[src/rtl/es_ctrl_if.sv]
// CPU/peripheral-side signal bundle for the es_ctrl I/O transfer controller.
interface es_ctrl_if;
  logic       io_rd;
  logic       io_wr;
  logic [1:0] io_id;
  logic [3:0] in_valid;
  logic [3:0] out_ready;
  logic [3:0] in_ack;
  logic [1:0] id_in;
  logic [1:0] id_out;
  logic [3:0] rwe;
  logic       stall;
  logic       io_done;
  logic       io_err;
  logic       pend;
  logic [1:0] pend_id;

  modport master (
    output io_rd, io_wr, io_id, in_valid, out_ready,
    input  in_ack, id_in, id_out, rwe, stall, io_done, io_err, pend, pend_id
  );

  modport slave (
    input  io_rd, io_wr, io_id, in_valid, out_ready,
    output in_ack, id_in, id_out, rwe, stall, io_done, io_err, pend, pend_id
  );
endinterface

[src/rtl/es_ctrl.sv]
// I/O transfer controller: sequences 4-in/4-out port handshakes and stalls the CPU.
// Optional handshake timeout enabled by defining ES_CTRL_TIMEOUT_EN.
// states: IDLE wait for request | RD_WAIT await in_valid | WR_WAIT await out_ready | DONE pulse io_done
module es_ctrl #(
  parameter int TIMEOUT_W = 8
) (
  input  logic     clk,
  input  logic     reset,
  es_ctrl_if.slave bus
);

  typedef enum logic [1:0] {IDLE, RD_WAIT, WR_WAIT, DONE} state_t;

  state_t     state;
  logic [1:0] cur_id;
  logic [1:0] rr;
  logic       is_rd;
  logic       done_q;
  logic [3:0] ack_q;
  logic [3:0] rwe_q;
  logic [1:0] id_q;
  logic       pend_q;
  logic [1:0] pend_id_q;
  logic       err_q;

  // Width guard; the parameter only sizes the optional timeout counter.
  if (TIMEOUT_W < 1) begin : g_bad_timeout_w
  end

  // First set bit of v scanning p, p+1, ... modulo 4.
  function automatic logic [1:0] rr_pick(input logic [3:0] v, input logic [1:0] p);
    logic [1:0] idx;
    rr_pick = 2'd0;
    for (int i = 3; i >= 0; i--) begin
      idx = p + 2'(i);
      if (v[idx]) rr_pick = idx;
    end
  endfunction

`ifdef ES_CTRL_TIMEOUT_EN
  logic [TIMEOUT_W-1:0] to_cnt;
  logic [TIMEOUT_W-1:0] to_nxt;
  assign to_nxt = to_cnt + TIMEOUT_W'(1);
`endif

  always_ff @(posedge clk) begin
    if (reset) begin
      state     <= IDLE;
      cur_id    <= 2'd0;
      rr        <= 2'd0;
      is_rd     <= 1'b0;
      done_q    <= 1'b0;
      ack_q     <= 4'd0;
      rwe_q     <= 4'd0;
      id_q      <= 2'd0;
      pend_q    <= 1'b0;
      pend_id_q <= 2'd0;
      err_q     <= 1'b0;
`ifdef ES_CTRL_TIMEOUT_EN
      to_cnt    <= '0;
`endif
    end else begin
      done_q    <= 1'b0;
      ack_q     <= 4'd0;
      rwe_q     <= 4'd0;
      err_q     <= 1'b0;
      pend_q    <= |bus.in_valid;
      pend_id_q <= rr_pick(bus.in_valid, rr);
      case (state)
        IDLE: begin
          if (bus.io_rd || bus.io_wr) begin
            cur_id <= bus.io_id;
            id_q   <= bus.io_id;
            is_rd  <= bus.io_rd;
            state  <= bus.io_rd ? RD_WAIT : WR_WAIT;
`ifdef ES_CTRL_TIMEOUT_EN
            to_cnt <= '0;
`endif
          end
        end
        RD_WAIT: begin
          if (bus.in_valid[cur_id]) begin
            state  <= DONE;
            done_q <= 1'b1;
            ack_q  <= 4'b0001 << cur_id;
          end
`ifdef ES_CTRL_TIMEOUT_EN
          else begin
            to_cnt <= to_nxt;
            if (to_nxt == '1) begin
              state  <= DONE;
              done_q <= 1'b1;
              err_q  <= 1'b1;
            end
          end
`endif
        end
        WR_WAIT: begin
          if (bus.out_ready[cur_id]) begin
            state  <= DONE;
            done_q <= 1'b1;
            rwe_q  <= 4'b0001 << cur_id;
          end
`ifdef ES_CTRL_TIMEOUT_EN
          else begin
            to_cnt <= to_nxt;
            if (to_nxt == '1) begin
              state  <= DONE;
              done_q <= 1'b1;
              err_q  <= 1'b1;
            end
          end
`endif
        end
        default: begin
          state <= IDLE;
          // Timed-out reads leave the round-robin pointer alone.
          if (is_rd && !err_q) rr <= cur_id + 2'd1;
        end
      endcase
    end
  end

  assign bus.in_ack  = ack_q;
  assign bus.rwe     = rwe_q;
  assign bus.id_in   = id_q;
  assign bus.id_out  = id_q;
  assign bus.io_done = done_q;
  assign bus.pend    = pend_q;
  assign bus.pend_id = pend_id_q;
  assign bus.stall   = (bus.io_rd | bus.io_wr) & ~done_q;
`ifdef ES_CTRL_TIMEOUT_EN
  assign bus.io_err  = err_q;
`else
  assign bus.io_err  = 1'b0;
`endif

endmodule

[src/flat_wrapper.sv]
// flat-port wrapper written by rule: the top's interface ports become plain ports
module es_ctrl_flat 
#(
  parameter int TIMEOUT_W = 8
)
  (clk, reset, bus_io_rd, bus_io_wr, bus_io_id, bus_in_valid, bus_out_ready, bus_in_ack, bus_id_in, bus_id_out, bus_rwe, bus_stall, bus_io_done, bus_io_err, bus_pend, bus_pend_id);
  es_ctrl_if bus_i ();
  input  logic clk;
  input  logic reset;
  input wire logic [$bits(bus_i.io_rd)-1:0] bus_io_rd;
  input wire logic [$bits(bus_i.io_wr)-1:0] bus_io_wr;
  input wire logic [$bits(bus_i.io_id)-1:0] bus_io_id;
  input wire logic [$bits(bus_i.in_valid)-1:0] bus_in_valid;
  input wire logic [$bits(bus_i.out_ready)-1:0] bus_out_ready;
  output wire logic [$bits(bus_i.in_ack)-1:0] bus_in_ack;
  output wire logic [$bits(bus_i.id_in)-1:0] bus_id_in;
  output wire logic [$bits(bus_i.id_out)-1:0] bus_id_out;
  output wire logic [$bits(bus_i.rwe)-1:0] bus_rwe;
  output wire logic [$bits(bus_i.stall)-1:0] bus_stall;
  output wire logic [$bits(bus_i.io_done)-1:0] bus_io_done;
  output wire logic [$bits(bus_i.io_err)-1:0] bus_io_err;
  output wire logic [$bits(bus_i.pend)-1:0] bus_pend;
  output wire logic [$bits(bus_i.pend_id)-1:0] bus_pend_id;
  assign bus_i.io_rd = bus_io_rd;
  assign bus_i.io_wr = bus_io_wr;
  assign bus_i.io_id = bus_io_id;
  assign bus_i.in_valid = bus_in_valid;
  assign bus_i.out_ready = bus_out_ready;
  assign bus_in_ack = bus_i.in_ack;
  assign bus_id_in = bus_i.id_in;
  assign bus_id_out = bus_i.id_out;
  assign bus_rwe = bus_i.rwe;
  assign bus_stall = bus_i.stall;
  assign bus_io_done = bus_i.io_done;
  assign bus_io_err = bus_i.io_err;
  assign bus_pend = bus_i.pend;
  assign bus_pend_id = bus_i.pend_id;
  es_ctrl #(.TIMEOUT_W(TIMEOUT_W)) u_core (.clk(clk), .reset(reset), .bus(bus_i));
endmodule
[config.mk]
export PLATFORM = sky130hd
export DESIGN_NAME = es_ctrl_flat
export DESIGN_NICKNAME = d
export VERILOG_FILES = /design/src/rtl/es_ctrl_if.sv /design/src/rtl/es_ctrl.sv /design/src/flat_wrapper.sv
export SDC_FILE = /design/constraint.sdc
export NUM_CORES = 1
export LEC_CHECK = 0
export ABC_CLOCK_PERIOD_IN_PS = 2360
export CAP_MARGIN = 20
export CORE_MARGIN = 2
export CORE_UTILIZATION = 44
export DETAILED_ROUTE_END_ITERATION = 8
export PLACE_DENSITY = 0.88
export SLEW_MARGIN = 20
export SYNTH_ARGS = -nofsm -noshare
export SYNTH_HDL_FRONTEND = slang
export SYNTH_SLANG_ARGS = --single-unit
[constraint.sdc]
create_clock -name clk -period 2.36 [get_ports clk]
set_clock_uncertainty 0.15 [all_clocks]
set_input_delay 0.236 -clock clk [delete_from_list [all_inputs] [get_ports clk]]
set_output_delay 0.236 -clock clk [all_outputs]
set_load 0.01 [all_outputs]
### After elaboration in Yosys (flattened, before gate mapping)

Cells that the tools add are included.

| word-level totals | value |
|---|---|
| input port bits | 14 |
| register bits | 19 |
| output and inout port bits | 18 |
| logic and storage cells | 65 |

| operators by class | value |
|---|---|
| order comparisons | 5 |
| mux-type cells | 24 |
| equality and inequality tests | 5 |
| shift-type cells | 1 |
| bitwise gates (word level) | 8 |
| add/sub/neg operators | 4 |
| reduce and logical (&&, ||, !) cells | 9 |

Operator list:

| kind | count |
|---|---|
| $mux W2 | 8 |
| $lt A2 B3 Y1 const B | 5 |
| $bmux W1 S2 | 6 |
| $reduce_or A3 Y1 | 3 |
| $mux W1 | 8 |
| $ne A2 B1 Y1 const B | 3 |
| $not A1 Y1 | 6 |
| $pmux W2 S3 | 1 |
| $add A2 B1 Y2 const B | 2 |
| $add A2 B2 Y2 const B | 2 |
| $reduce_and A2 Y1 | 2 |
| $reduce_or A4 Y1 | 1 |
| $shl A1 B2 Y4 const A | 1 |
| $reduce_and A3 Y1 | 1 |
| $eq A2 B1 Y1 const B | 1 |
| $eq A2 B2 Y1 const B | 1 |
| $logic_not A2 Y1 | 1 |
| $pmux W1 S2 | 1 |
| $and A1 B1 Y1 | 1 |
| $logic_or A1 B1 Y1 | 1 |
| $or A1 B1 Y1 | 1 |

### Logic depth before layout (Yosys ltp)

| depth | value |
|---|---|
| depth after elaboration | 7 |
| mapped depth | 6 |
| mapped depth without buffers | 6 |

### Worst setup path before layout

Ideal clock, no wire load.

| path | value |
|---|---|
| kind | register to register |
| from | register u_core.cur_id[0] |
| to | register u_core.state[0] |
| slack | 0.528 ns |
| buffers on the path | 1 |
| cell stages (with the launch flop) | 6 |
| data arrival time | 1.561 ns |
| cells stage by stage | dfxtp_1 buf_6 mux4_2 nor2b_2 nor3_2 mux2_4 |

| between the ends | value |
|---|---|
| word-level cells in the longest chain between the ends | 4 |
| elaborated cells between the ends (all ways) | 7 |
| classes of those cells | eq/ne: 2; mux: 4; reduce/logical: 1 |

RTL lines:

| element | line | RTL |
|---|---|---|
| start, declared | es_ctrl.sv:15 | `logic [1:0] cur_id;` |
| start signal, assigned | es_ctrl.sv:72 | `cur_id <= bus.io_id;` |
| $bmux W1 S2 (on tied branches) | es_ctrl.sv:99, es_ctrl.sv:82 |  |
| $mux W1 (on tied branches) | es_ctrl.sv:99, es_ctrl.sv:82 |  |
| $ne A2 B1 Y1 (no line) | - |  |
| $reduce_and A3 Y1 (no line) * | - |  |
| end signal, assigned | es_ctrl.sv:75 | `state <= bus.io_rd ? RD_WAIT : WR_WAIT;` |
| end, declared | es_ctrl.sv:14 | `state_t state;` |

Every way passes the cells marked *; elsewhere a longest branch is shown, timed or not. The select of a mux whose other input is x is not followed.
A chain may end at the register's enable or synchronous reset.

### Worst setup path in the final report

| path | value |
|---|---|
| from | input port bus_io_rd |
| to | output port bus_stall |

| between the ends | value |
|---|---|
| word-level cells in the longest chain between the ends | 2 |

RTL lines:

| element | line | RTL |
|---|---|---|
| start, declared | flat_wrapper.sv:10 | `input wire logic [$bits(bus_i.io_rd)-1:0] bus_io_rd;` |
| $or A1 B1 Y1 | es_ctrl.sv:131 | `assign bus.stall = (bus.io_rd \| bus.io_wr) & ~done_q;` |
| $and A1 B1 Y1 | es_ctrl.sv:131 |  |
| end, declared | flat_wrapper.sv:19 | `output wire logic [$bits(bus_i.stall)-1:0] bus_stall;` |

No other way between the ends.

==> qor.yml <==
outcome: "finished clean"
syn2layout_area_growth_pct: 33.9
multi_input_area_um2: 515
report.final.setup_viol: 0
switching_share_pct: 33.9
hold_ws_ps: 372
ir_drop_v: 0.000661
arrival_ps: 1470
nNetsFinal: 155
syn_avg_cell_area_um2: 9.35
wl_um: 1890
cp-start-kind: "primary input"
ctsHoldBuffers: 0
rrSetupSlack_ps: 580
die_y_um: 50.8
numPortBuffers: 30
p_comb_share_pct: 42.4
htreeDepth: 1
wl_per_cell_um: 11.9
yosysWarnings: 0
grt_pass1_vias: 706
rsz0062_at_grt: "false"
regArea_um2: 380
rows: 16
cts.path.max_buffers: 2
avgViaCountPerCell: 5.15
clkLatencyLatePin_ps: 280
cts_made_buffers: 3
ys_types: 37
slew_viol_final: 0
ys_ff_latch: 19
post_cts.repair.setup_buffers: 0
yosys-top-cells-area: "dfxtp_1 39%, ha_1 10%, and2_1 6.5%"
final.setup.tns_ps: 0
drive_gt1_share_pct: 7.58
gr-usage-all-layers_pct: 15.9
cts_tree: "yes"
io_pins: 32
yosysSeqAreaShare_pct: 39.5
grt_pass1_wl_um: 3070
synth_fp_nets: 125
detail-route-antenna-nets: 0
critPathCaptureType: "output pin"
fill_cells: 174
overflow: 0
root_buffer: "clkbuf_4"
p_sw_mw: 0.329
final_common_cell: "clkdlybuf4s50_1"
synth_top_area_share_pct: 39.5
vias: 819
clock_sinks: 19
die_width_um: 50.8
finalCritPeriodShare_pct: 78.8
crit_type: "primary input to output pin"
core_um2: 2020
max_freq_mhz: 538
start_util_pct: 47.6
p_int_mw: 0.643
layout_common_cells: "30 x clkdlybuf4s50_1, 19 x dfxtp_1, 10 x and2_1, 9 x nor2_1, 8 x ha_1"
antenna_found_initial: 0
num_antenna_cells: 0
crit_path_max_fanout: 5
dp_cells: 155
firstDrtPassIters: 5
crit_required_ps: 1970
p_per_area_nw_per_um2: 754
clk_pin_slew_ps: 100
timing.final.hold_violations: 0
netlist_area_um2: 963
holdCritPathClass: "register to register"
gp_congestion: 0.847
p_clk_share_pct: 16.1
fin_crit_ps: 1860
seqPwrFrac_pct: 41.6
syn_inst: 103
layout.cells.non_filler: 159
hpwl_um: 1530
ctsResizeCount: 0
grt_start_max_net_pins: 13
synth_top_area_cell: "dfxtp_1"
drt_iter0_markers: 32
die_area_um2: 2580
maxCapViolCount: 0
p_leak_nw: 0.517
drc: 0
[sequential cells by signal (all words and copies together) (netlist names)]
signal / cells
u_core.bus.in_ack: 4
u_core.bus.io_done: 1
u_core.bus.pend: 1
u_core.bus.pend_id: 2
u_core.bus.rwe: 4
u_core.cur_id: 2
u_core.is_rd: 1
u_core.rr: 2
u_core.state: 2
[power by group through the flow]
stage,combinational (mW),clock [mW],sequential (mW)
CTS,0.414,0.163,0.403
floorplan,0.280,0,0.410
global placement,0.394,0,0.406
global route,0.452,0.181,0.409
detailed placement,0.413,0,0.410
finish,0.412,0.156,0.404
[worst max-delay path, stage by stage]
cell	delay, ps
clkdlybuf4s50_1	540
nor2_1	80
nor2_1	80
clkdlybuf4s50_1	530
[per-stage QoR]
stage | area, um^2 | total power, mW | setup WS (ps) | util (%)
final | 1290 | 0.973 | 500 | 63.8
after global routing | 1290 | 1.04 | 444 | 63.8
after CTS | 1290 | 0.980 | 498 | 63.8
after detailed placement | 1260 | 0.823 | 385 | 62.5
after global placement | 1260 | 0.800 | 442 | 62.5
after floorplan | 963 | 0.690 | 528 | -
[layout make-up]
cell class                      count  area share (%)
Clock buffer                        4            2.04
Inverter                            7            2.04
Multi-Input combinational cell     71            40.0
Sequential cell                    19            29.5
Tap cell                           27            2.62
Timing Repair Buffer               31            23.9
[final timing paths]
check                                             startpoint                          endpoint  cells past startpoint
worst max register to register  u_core.state[1]$_SDFFE_PP0P_      u_core.state[1]$_SDFFE_PP0P_                      6
worst min-delay path               u_core.rr[0]$_SDFFE_PP0P_  u_core.bus.pend_id[0]$_SDFF_PP0_                      1
worst min register to register     u_core.rr[0]$_SDFFE_PP0P_  u_core.bus.pend_id[0]$_SDFF_PP0_                      1
worst max-delay path                               bus_io_rd                         bus_stall                      4
[synthesized netlist by cell type]
cell       count
mux2_2         1
o21a_1         1
a2bb2oi_1      1
and3_1         1
mux4_2         1
inv_1          7
a22oi_1        1
nor2_1         9
o31ai_1        1
o22ai_1        1
nor3_2         1
o211a_1        1
nand2_1        6
a21oi_1        6
nand3_1        1
clkbuf_1       2
nor2b_2        1
mux2i_1        3
dfxtp_1       19
a21boi_0       1
conb_1         1
nand2b_1       1
buf_4          3
ha_1           8
o2111a_1       1
nor3_1         1
or4_1          1
nor4_1         1
buf_6          1
nor2b_1        1
o2bb2ai_1      1
mux2_4         1
o221a_2        1
a211oi_1       1
a311oi_1       1
o21ai_0        4
and2_1        10
[per-layer routing]
metal / global-route usage, % / vias up / share of wire [%]
li1: - / 409 / -
met1: 19.3 / 376 / 42
met2: 27.0 / 32 / 49
met3: 3.27 / 2 / 8.0
met4: 6.76 / 0 / 0.79
met5: 0 / - / 0
[cells by family (layout without fill, tap and decap cells)]
logic type	after synthesis	in the layout	synth area share (%)
buf+inv	13	42	7.01
flops	19	19	39.5
other cells	1	1	0.389
simple gates	34	34	18.7
compound gates	22	22	15.8
mux	6	6	8.18
fa+ha+maj	8	8	10.4
Power figures use the tool's default switching activity.
